<file path="config.mk">
export PLATFORM = sky130hd
export DESIGN_NAME = btn_debounce_pulse
export DESIGN_NICKNAME = d
export VERILOG_FILES = /design/src/rtl/btn_debounce_pulse.sv
export SDC_FILE = /design/constraint.sdc
export NUM_CORES = 1
export LEC_CHECK = 0
export CORE_ASPECT_RATIO = 2
export CORE_MARGIN = 2
export CORE_UTILIZATION = 58
export DETAILED_ROUTE_END_ITERATION = 16
export GPL_ROUTABILITY_DRIVEN = 0
export PLACE_DENSITY = 0.87
export SLEW_MARGIN = 20
export SYNTH_ARGS = -nofsm -noshare
export SYNTH_HDL_FRONTEND = slang
export SYNTH_SLANG_ARGS = --single-unit
</file>
<file path="constraint.sdc">
create_clock -name i_clk -period 2.08 [get_ports i_clk]
set_input_delay 0.208 -clock i_clk [delete_from_list [all_inputs] [get_ports i_clk]]
set_output_delay 0.208 -clock i_clk [all_outputs]
set_load 0.01 [all_outputs]
</file>
<file path="src/rtl/btn_debounce_pulse.sv">
// Push-button conditioner: two-flop synchronizer, debounce FSM with a stability
// counter, registered press/release strobes and a wrapping press counter.
module btn_debounce_pulse #(
  parameter int unsigned DEBOUNCE_CYCLES = 1000000,
  parameter int unsigned CNT_W           = 20
) (
  input  logic       i_clk,
  input  logic       i_rst,
  input  logic       i_btn,
  output logic       o_btn_level,
  output logic       o_btn_pulse,
  output logic       o_release_pulse,
  output logic [7:0] o_press_count
);

  localparam logic [1:0] IDLE_LOW   = 2'd0;
  localparam logic [1:0] CHECK_HIGH = 2'd1;
  localparam logic [1:0] IDLE_HIGH  = 2'd2;
  localparam logic [1:0] CHECK_LOW  = 2'd3;

  localparam logic [CNT_W-1:0] CNT_LAST = CNT_W'(DEBOUNCE_CYCLES - 1);

  logic             sync1_q;
  logic             sync2_q;
  logic [1:0]       state_q;
  logic [1:0]       state_d;
  logic [CNT_W-1:0] cnt_q;
  logic [CNT_W-1:0] cnt_d;
  logic             level_q;
  logic             level_d;
  logic             pulse_q;
  logic             pulse_d;
  logic             release_q;
  logic             release_d;
  logic [7:0]       count_q;
  logic [7:0]       count_d;

  // The raw button is asynchronous; only sync2_q may feed the FSM.
  always_ff @(posedge i_clk) begin
    if (i_rst) begin
      sync1_q <= 1'b0;
      sync2_q <= 1'b0;
    end else begin
      sync1_q <= i_btn;
      sync2_q <= sync1_q;
    end
  end

  always_comb begin
    state_d   = state_q;
    cnt_d     = cnt_q;
    level_d   = level_q;
    pulse_d   = 1'b0;
    release_d = 1'b0;
    count_d   = count_q;

    case (state_q)
      IDLE_LOW: begin
        if (sync2_q) begin
          state_d = CHECK_HIGH;
          cnt_d   = '0;
        end
      end

      // Any opposite sample restarts detection from the idle state.
      CHECK_HIGH: begin
        if (!sync2_q) begin
          state_d = IDLE_LOW;
        end else if (cnt_q == CNT_LAST) begin
          state_d = IDLE_HIGH;
          level_d = 1'b1;
          pulse_d = 1'b1;
          count_d = count_q + 8'd1;
        end else begin
          cnt_d = cnt_q + CNT_W'(1);
        end
      end

      IDLE_HIGH: begin
        if (!sync2_q) begin
          state_d = CHECK_LOW;
          cnt_d   = '0;
        end
      end

      CHECK_LOW: begin
        if (sync2_q) begin
          state_d = IDLE_HIGH;
        end else if (cnt_q == CNT_LAST) begin
          state_d   = IDLE_LOW;
          level_d   = 1'b0;
          release_d = 1'b1;
        end else begin
          cnt_d = cnt_q + CNT_W'(1);
        end
      end

      default: begin
        state_d = IDLE_LOW;
      end
    endcase
  end

  always_ff @(posedge i_clk) begin
    if (i_rst) begin
      state_q   <= IDLE_LOW;
      cnt_q     <= '0;
      level_q   <= 1'b0;
      pulse_q   <= 1'b0;
      release_q <= 1'b0;
      count_q   <= 8'd0;
    end else begin
      state_q   <= state_d;
      cnt_q     <= cnt_d;
      level_q   <= level_d;
      pulse_q   <= pulse_d;
      release_q <= release_d;
      count_q   <= count_d;
    end
  end

  assign o_btn_level     = level_q;
  assign o_btn_pulse     = pulse_q;
  assign o_release_pulse = release_q;
  assign o_press_count   = count_q;

endmodule

</file>
==> reports/results.ini <==
[run_status]
status=completed

[clock_network]
cts_setup_buffers=0
cts_max_level=2
clkTransAtPathRegs_ns=0.07
clk_path_buf_depth=2
cts_tree=built
hold_buffers=0
cts_root_buf=clkbuf_8
cts_made_buffers=5
clock_latency_ns=0.29
clock-sinks=35

[floorplanning]
die_h_um=85.0
row_count=29
core_um2=3160
io_pins=14
start_util=0.603
dieWidth_um=44.5
die_area_um2=3780

[cells_and_area]
num-nets-final=243
final_area_um2=2190
mostFrequentLayoutCells=dfxtp_1 (35), a21oi_1 (18), nand2_1 (17)
post-route-util=0.693
drive_above_1_share=0.105
area_growth_pct=14.9
antenna_cells=0
mostFrequentLayoutCell=dfxtp_1

[hold_path]
holdPathEnd=sync2_q
min_path_type=reg -> reg
worstHoldStart=sync1_q
whs_path_depth=1

[route]
viasPerCell=6.76
ant_nets=0
wl_per_cell_um=17.3
drc=0
wirelength_um=4680
firstDrtPassIters=4
vias=1825
drt_iter0_markers=79

[synthesis]
synth_mux_area_frac=0.0618
synthCells=222
syn_nets=227
synth_xor_area_frac=0.0131
syn_area_um2=1900
synth-compound-area-share=0.166
ys_types=46
yosysWarnings=0
synth.avg_cell_area_um2=8.57
synth_ff_type=dfxtp_1
ys_seq_area_frac=0.368
synth_async_sr_flop_share=0
synth-simple-area-share=0.331
ys_seq_elements=35
synth_edf_count=0
synth_fa_ha_area_frac=0.0131
synth_top_family_by_area=simple AND/OR/NAND/NOR gates

[power_and_ir_drop]
ir_worst_vdd_uv=645
combPwrFrac=0.042
switching_power_uw=278
switching_share=0.218
power.leakage_uw=0.000657
p_int_uw=998
clockPowerShare=0.426
seqPwrFrac=0.532
powerDensity_nw_per_um2=583

[sta]
hold_violations=0
slew_headroom=0.716
drv_slew=0
fin_tns_setup_ns=0
period_share=0.938
skew_ns=0.00558
setup_viol=0
clock.fmax_mhz=513
tightestPinTransition_ns=0.424
period_needed_ns=1.95
grt_setup_unrepaired=yes

[setup_path]
cp_data_arrival_time_ns=2.13
reg2reg_to=o_press_count[6]
crit_slowest_cell=dfxtp_1
slowest_delay_ns=0.38
regToRegStartpoint=cnt_q[0]
path_cells=ha_1, and3_1, nand4_1, nor4_2, mux2_1
worstSetupPathType=reg -> reg
cp.required_ns=2.26
reg2reg_depth=5
worstSetupEndpointType=flop
critPathLaunchType=flop
r2r_slack_ns=0.13
cp_max_fo=7

[global_route]
grt_max_degree=39
antenna_found_initial=0
first_global_vias=1742
grt_pass1_wl_um=7700
grt_usage=0.268
overflow=0

[job]
cap_viol_max_count=0

[place]
dpl_cell_area_um2=2070
port_buffers=13
dp_hpwl_um=3230

-- sequential cells by signal, summed over array words and instances, names as in the netlist, named ones only --
name	cells
o_btn_pulse	1
o_release_pulse	1
cnt_q	20
o_press_count	8
state_q	1
o_btn_level	1
sync1_q	1
sync2_q	1
-- through the flow --
stage	total power, µW	hold slack (ns)	setup slack [ns]	std cells
2_1_floorplan	725	0.336	0.263	222
3_3_place_gp	746	0.418	0.215	262
3_5_place_dp	747	0.420	0.156	262
4_1_cts	1280	0.436	0.111	270
5_1_grt	1310	0.469	-0.00860	270
6_report	1280	0.433	0.129	270
-- worst max path at each step --
| stage | endpoint | startpoint | slack, ns | cells after the start |
|---|---|---|---|---|
| finish | o_press_count[6] | cnt_q[0] | 0.13 | 5 |
| global route | o_press_count[6] | cnt_q[0] | -0.009 | 5 |
| CTS | o_press_count[6] | cnt_q[0] | 0.11 | 5 |
| detailed placement | o_press_count[6] | state_q[0] | 0.16 | 4 |
| global placement | o_press_count[6] | state_q[0] | 0.22 | 4 |
| floorplan | o_press_count[6] | state_q[0] | 0.26 | 5 |
-- critical path: cells and delay by family (launching register included) --
family	cells	cell delay, ns
DFF	1	0.38
and+or+nand+nor	3	0.89
muxes	1	0.35
adders and majority gates	1	0.22
-- power groups by stage --
stage	logic [µW]	clock network, µW	registers [µW]
floorplan	32.3	0	692
detailed placement	52.4	0	694
global route	59.3	576	679
global placement	51.9	0	694
CTS	53.0	548	679
finish	53.4	543	679
-- what timing repair did --
item	in CTS	in global routing
hold endpoints to repair	0	0
gates resized for setup	0	2
setup endpoints to repair	0	1
-- layer usage --
metal | routed length, µm | up-vias | share of wire | track usage
met5 | 0 | - | 0 | 0
li1 | - | 868 | - | -
met2 | 2590 | 61 | 0.55 | 0.462
met1 | 1670 | 873 | 0.36 | 0.280
met4 | 215 | 0 | 0.046 | 0.163
met3 | 203 | 23 | 0.043 | 0.0553
-- synth_stat cells (3+ instances only) --
master,count,area share
dfxtp_1,35,0.37
a21oi_1,18,0.047
nand2_1,17,0.034
o31ai_1,12,0.047
nand4_1,10,0.033
nor2_1,10,0.020
nor3_1,10,0.026
or4_1,10,0.039
inv_1,9,0.018
nand3_1,7,0.018
nor2b_1,7,0.023
o21ai_0,7,0.018
clkbuf_1,6,0.012
or3_1,6,0.020
mux2i_1,5,0.026
nand2b_1,5,0.016
mux2_1,4,0.024
nor4_1,4,0.013
o32ai_1,4,0.018
and3_1,3,0.0099
-- final cells by class --
class / count / area (µm²)
multi-input combinational: 168 / 1130
fill: 257 / 970
sequential: 35 / 701
timing repair buffer: 19 / 188
clock buffer: 8 / 100
tap: 31 / 38.8
inverter: 9 / 33.8
-- kinds of logic after synthesis --
group | after synthesis
AO/OA/AOI/OAI | 49
XOR/XNOR | 2
adder cells (fa/ha/maj) | 2
buffers and inverters | 19
flip-flops | 35
multiplexers | 11
AND/OR/NAND/NOR | 104
(Power assumes the default switching activity.)
